$ cat src/rtl/mem_arbiter.sv
// Two-port (fetch + data) arbiter in front of a single-port memory, three cycles per access.
// Define MEM_ARB_RR_EN for round-robin selection; otherwise the data port has fixed priority.
module mem_arbiter #(
  parameter int unsigned AW = 10
) (
  input  logic        clock,
  input  logic        reset,
  input  logic        i_req,
  input  logic [31:0] i_addr,
  output logic        i_ack,
  output logic [31:0] i_rdata,
  input  logic        d_req,
  input  logic        d_we,
  input  logic [31:0] d_addr,
  input  logic [31:0] d_wdata,
  output logic        d_ack,
  output logic [31:0] d_rdata,
  output logic        mem_ren,
  output logic        mem_wen,
  output logic [31:0] mem_addr,
  output logic [31:0] mem_din,
  input  logic [31:0] mem_dout,
  output logic        busy,
  output logic        err
);

  typedef enum logic [2:0] {
    StIdle,
    StAccI,
    StAccD,
    StRespI,
    StRespD
  } state_e;

  state_e state;
  logic   grant_d;
  logic   addr_err;

`ifdef MEM_ARB_RR_EN
  logic prefer_d;  // set when the fetch port was served last

  assign grant_d = d_req & (~i_req | prefer_d);
`else
  assign grant_d = d_req;
`endif

  // mem_addr holds the in-flight address for the whole access cycle
  assign addr_err = |mem_addr[31:AW];

  always_ff @(posedge clock or negedge reset) begin
    if (!reset) begin
      state    <= StIdle;
      i_ack    <= 1'b0;
      d_ack    <= 1'b0;
      i_rdata  <= '0;
      d_rdata  <= '0;
      mem_ren  <= 1'b0;
      mem_wen  <= 1'b0;
      mem_addr <= '0;
      mem_din  <= '0;
      busy     <= 1'b0;
      err      <= 1'b0;
`ifdef MEM_ARB_RR_EN
      prefer_d <= 1'b1;
`endif
    end else begin
      unique case (state)
        StIdle: begin
          if (i_req || d_req) begin
            busy <= 1'b1;
`ifdef MEM_ARB_RR_EN
            prefer_d <= ~grant_d;
`endif
            if (grant_d) begin
              state    <= StAccD;
              mem_ren  <= ~d_we;
              mem_wen  <= d_we;
              mem_addr <= d_addr;
              mem_din  <= d_wdata;
            end else begin
              state    <= StAccI;
              mem_ren  <= 1'b1;
              mem_wen  <= 1'b0;
              mem_addr <= i_addr;
            end
          end
        end
        StAccI: begin
          state   <= StRespI;
          mem_ren <= 1'b0;
          i_ack   <= 1'b1;
          i_rdata <= mem_dout;
          if (addr_err) err <= 1'b1;
        end
        StAccD: begin
          state   <= StRespD;
          mem_ren <= 1'b0;
          mem_wen <= 1'b0;
          d_ack   <= 1'b1;
          if (mem_ren) d_rdata <= mem_dout;
          if (addr_err) err <= 1'b1;
        end
        StRespI: begin
          state <= StIdle;
          i_ack <= 1'b0;
          busy  <= 1'b0;
        end
        StRespD: begin
          state <= StIdle;
          d_ack <= 1'b0;
          busy  <= 1'b0;
        end
        default: begin
          state   <= StIdle;
          mem_ren <= 1'b0;
          mem_wen <= 1'b0;
          i_ack   <= 1'b0;
          d_ack   <= 1'b0;
          busy    <= 1'b0;
        end
      endcase
    end
  end

endmodule

$ cat config.mk
export PLATFORM = sky130hd
export DESIGN_NAME = mem_arbiter
export DESIGN_NICKNAME = d
export VERILOG_FILES = /design/src/rtl/mem_arbiter.sv
export SDC_FILE = /design/constraint.sdc
export NUM_CORES = 1
export LEC_CHECK = 0
export BUFFER_PORTS_ARGS = -buffer_cell sky130_fd_sc_hd__buf_2
export CORE_AREA = 2 2 168 104
export DETAILED_ROUTE_END_ITERATION = 10
export DIE_AREA = 0 0 170 106
export SLEW_MARGIN = 5
export SYNTH_ARGS = -nofsm -noshare
export SYNTH_HDL_FRONTEND = slang
export SYNTH_SLANG_ARGS = --single-unit
$ cat constraint.sdc
create_clock -name clock -period 1.67 [get_ports clock]
set_clock_uncertainty 0.05 [all_clocks]
set_input_delay 0.334 -clock clock [delete_from_list [all_inputs] [get_ports clock]]
set_output_delay 0.334 -clock clock [all_outputs]
set_load 0.005 [all_outputs]
==> summary.md <==
| Metric | Value |
|---|---|
| Max-cap violations | 0 |
| Pin count of the biggest net entering global routing | 43 |
| Die area | about 18000 um2 |
| Row Count | 37 |
| CTS max path bufs | 2 |
| Post-synth EDFFs | 0 |
| Critical-path top delay cell | dfrtp_1 |
| CTS tree | yes |
| FFs w/ async S/R, synth | 1.000 |
| Clk Latency, worst-skew pair | roughly 0.40 ns |
| Slew Limit Fails | 0 |
| Fmax | around 600 MHz |
| Setup slack after layout | about 0.031 ns |
| CP arrival | between 1.5 and 2 ns |
| Ys flop type | dfrtp_1 |
| Net count reported at finish | roughly 780 |
| Routed via count | ~4000 |
| Worst path cell trace | buf_4, inv_1, and3_2, buf_12, mux2_1 |
| # setup viols final | 0 |
| Tmin final | roughly 1.6 ns |
| Syn Nets | just under 500 |
| Worst rel slew slack | 0.7122 |
| Peak VDD IR | between 0.0007 and 0.0008 V |
| Yosys top cell by area | dfrtp_1 |
| Detailed router's first-iteration violation count | 122 |
| Drt first pass iters | 5 |
| Power density cells | just under 2000 nW/um2 |
| Yosys cell types | 31 |
| Placer congestion estimate | approximately 0.77 |
| CP endpoint kind | flip-flop |
| Post-synth top area share | 0.6039 |
| Max incr delay on CP | just under 0.4 ns |
| IO buf count | between 200 and 300 |
| Worst Path Buf+Inv | 3 |
| Post-DRT Antenna Nets | 0 |
| CTS H-tree depth | 4 |
| GRT Residual Overflow | 0 |
| Seq/Total Area, Yosys | 0.6039 |
| Ant diodes | 0 |
| Fillers | between 1500 and 2000 |
| Hpwl dp | just over 10000 um |
| Initial antenna violation count | 0 |
| P&R area growth vs syn | 43.16% |
| I/O pins | 267 |
| WS Path Type | flip-flop to flip-flop |
| Initial Utilization | 0.3406 |
| Die Ht | about 110 um |
| Synth Register Bits | ~140 |
| WL/cell | about 16 um |
| Clk slew on worst S/H paths | 0.06 ns |
| Power Total | 15.78 mW |
| HP Class | input port to flip-flop |
| Chip Width | between 150 and 200 um |
| Clock sinks | between 100 and 150 |
| Post-route DRC | 0 |
| Syn Area/Cell | 15.86 um2 |
| Actual slew at the worst max-slew pin | between 0.4 and 0.5 ns |
| Leakage power | around 4 nW |
| CP Max Fanout | 34 |
| Crit path max-delay family | buffers and inverters |
| Hold Violations, Final | 0 |
| Setup WS pre-CTS | -0.009662 ns |
| Ranking of synthesized cells by area | dfrtp_1 (60%), mux2_1 (22%), mux2_2 (10%) |
| First-pass GRT wire length | between 20000 and 25000 um |
| Critical path launch point type | flip-flop |
| Commonest cells after routing, fill and taps aside | buf_2 (265), dfrtp_1 (135), mux2_1 (107), mux2_2 (44), clkbuf_16 (18) |
| Most common cell after layout, fill and taps aside | buf_2 |
| Vias in the first global route | 4277 |
| Core area | 16670 um2 |
| Vias per std cell | 4.630 |
| Final period utilization | 0.9812 |
| Setup repair after global routing missed its margin | yes |
| TritonCTS buffer count | 17 |
| Final wirelength | ~14000 um |
| Total GRT Usage | 0.1581 |
| Critical Path RT | 1.89 ns |
| Clock tree root buffer cell | clkbuf_16 |
| Synth warn | 0 |
| Share of cells above drive strength 1 | 0.5813 |
| Cells after Synth | between 300 and 400 |
| FF-to-FF setup slack | approximately 0.031 ns |
| Status | completed |
| Synth Cell Area | 5677 um2 |
## cells by family after synthesis
| family | synth area share |
|---|---|
| compound gates | 0.01675 |
| buf+inv | 0.03372 |
| flops | 0.6039 |
| mux | 0.3192 |
| simple gates | 0.02645 |
## final cells by class
class | count | area [um2] | share of cell area
clock buffer | 19 | 432.9 | 0.05327
clock inverter | 13 | 192.7 | 0.02371
inverter | 3 | 11.26 | 0.001386
multi-input combinational | 197 | 2101 | 0.2585
sequential | 137 | 3431 | 0.4222
tap | 214 | 267.8 | 0.03295
timing repair buffer | 295 | 1690 | 0.2080
## report_power, final
| part | switching, mW | leakage [nW] | internal [mW] | total, mW |
|---|---|---|---|---|
| Clock | 1.46 | 0.299 | 2.52 | 3.99 |
| Sequential | 0.937 | 1.61 | 5.04 | 5.98 |
| Combinational | 2.43 | 2.02 | 3.38 | 5.81 |
## state kept, by name, summed over array words and instances, names as in the netlist
signal / flops
d_ack: 1
mem_ren: 1
d_rdata: 32
mem_wen: 1
err: 1
i_rdata: 32
busy: 1
i_ack: 1
mem_din: 32
mem_addr: 32
state: 3
## path summary, 6_finish.rpt
kind	startpoint	endpoint	depth (start not counted)
min in group asynchronous	reset	mem_din[21]$_DFFE_PN0P_	2
max in group asynchronous	reset	d_rdata[21]$_DFFE_PN0P_	3
min	d_wdata[24]	mem_din[24]$_DFFE_PN0P_	2
min reg2reg	i_rdata[14]$_DFFE_PN0P_	i_rdata[14]$_DFFE_PN0P_	1
max reg2reg	state[1]$_DFFE_PN0P_	i_rdata[31]$_DFFE_PN0P_	5
max	state[1]$_DFFE_PN0P_	i_rdata[31]$_DFFE_PN0P_	5
## per-stage QoR
step / instances / util / hold WS (ns) / cell area [um2] / setup TNS (ns)
6_report: 878 / 0.4876 / 0.09613 / 8127 / 0
5_1_grt: 878 / 0.4876 / 0.07648 / 8127 / -0.01936
4_1_cts: 875 / 0.4834 / 0.07132 / 8056 / 0
3_5_place_dp: 839 / 0.4423 / 0.2369 / 7371 / -0.03441
3_3_place_gp: 839 / 0.4423 / 0.2312 / 7371 / 0
2_1_floorplan: 358 / - / -0.01159 / 5677 / 0
## cells in the mapped netlist, drive strengths merged (2+ instances only)
| cell type | n |
|---|---|
| a21oi | 4 |
| nand2 | 4 |
| clkbuf | 2 |
| nor2 | 2 |
| inv | 2 |
| o21ai | 2 |
| nor4 | 6 |
| and3 | 3 |
| buf | 19 |
| nor3 | 2 |
| mux2 | 160 |
| dfrtp | 137 |
## layer usage
layer	up-vias	GRT usage	wire length [um]
li1	1890	-	-
met1	1999	0.2126	6589
met2	172	0.2507	6357
met3	4	0.04765	1052
met4	0	0.04090	51
met5	-	0	0
## worst reg2reg max path, cell delays in order, from the launching register on
cell,delay [ns]
dfrtp_1,0.39
buf_4,0.16
inv_1,0.10
and3_2,0.21
buf_12,0.23
mux2_1,0.38
## timing repair
action                                  in CTS  in global routing
hold buffers                                 1                  0
pin swaps                                    0                  1
cloned                                       1                  1
endpoints found under the setup margin       5                 52
setup buffers                                2                  2
resized for setup                            2                 15
hold endpoints to repair                    35                  0
Power figures use the tool's default switching activity.
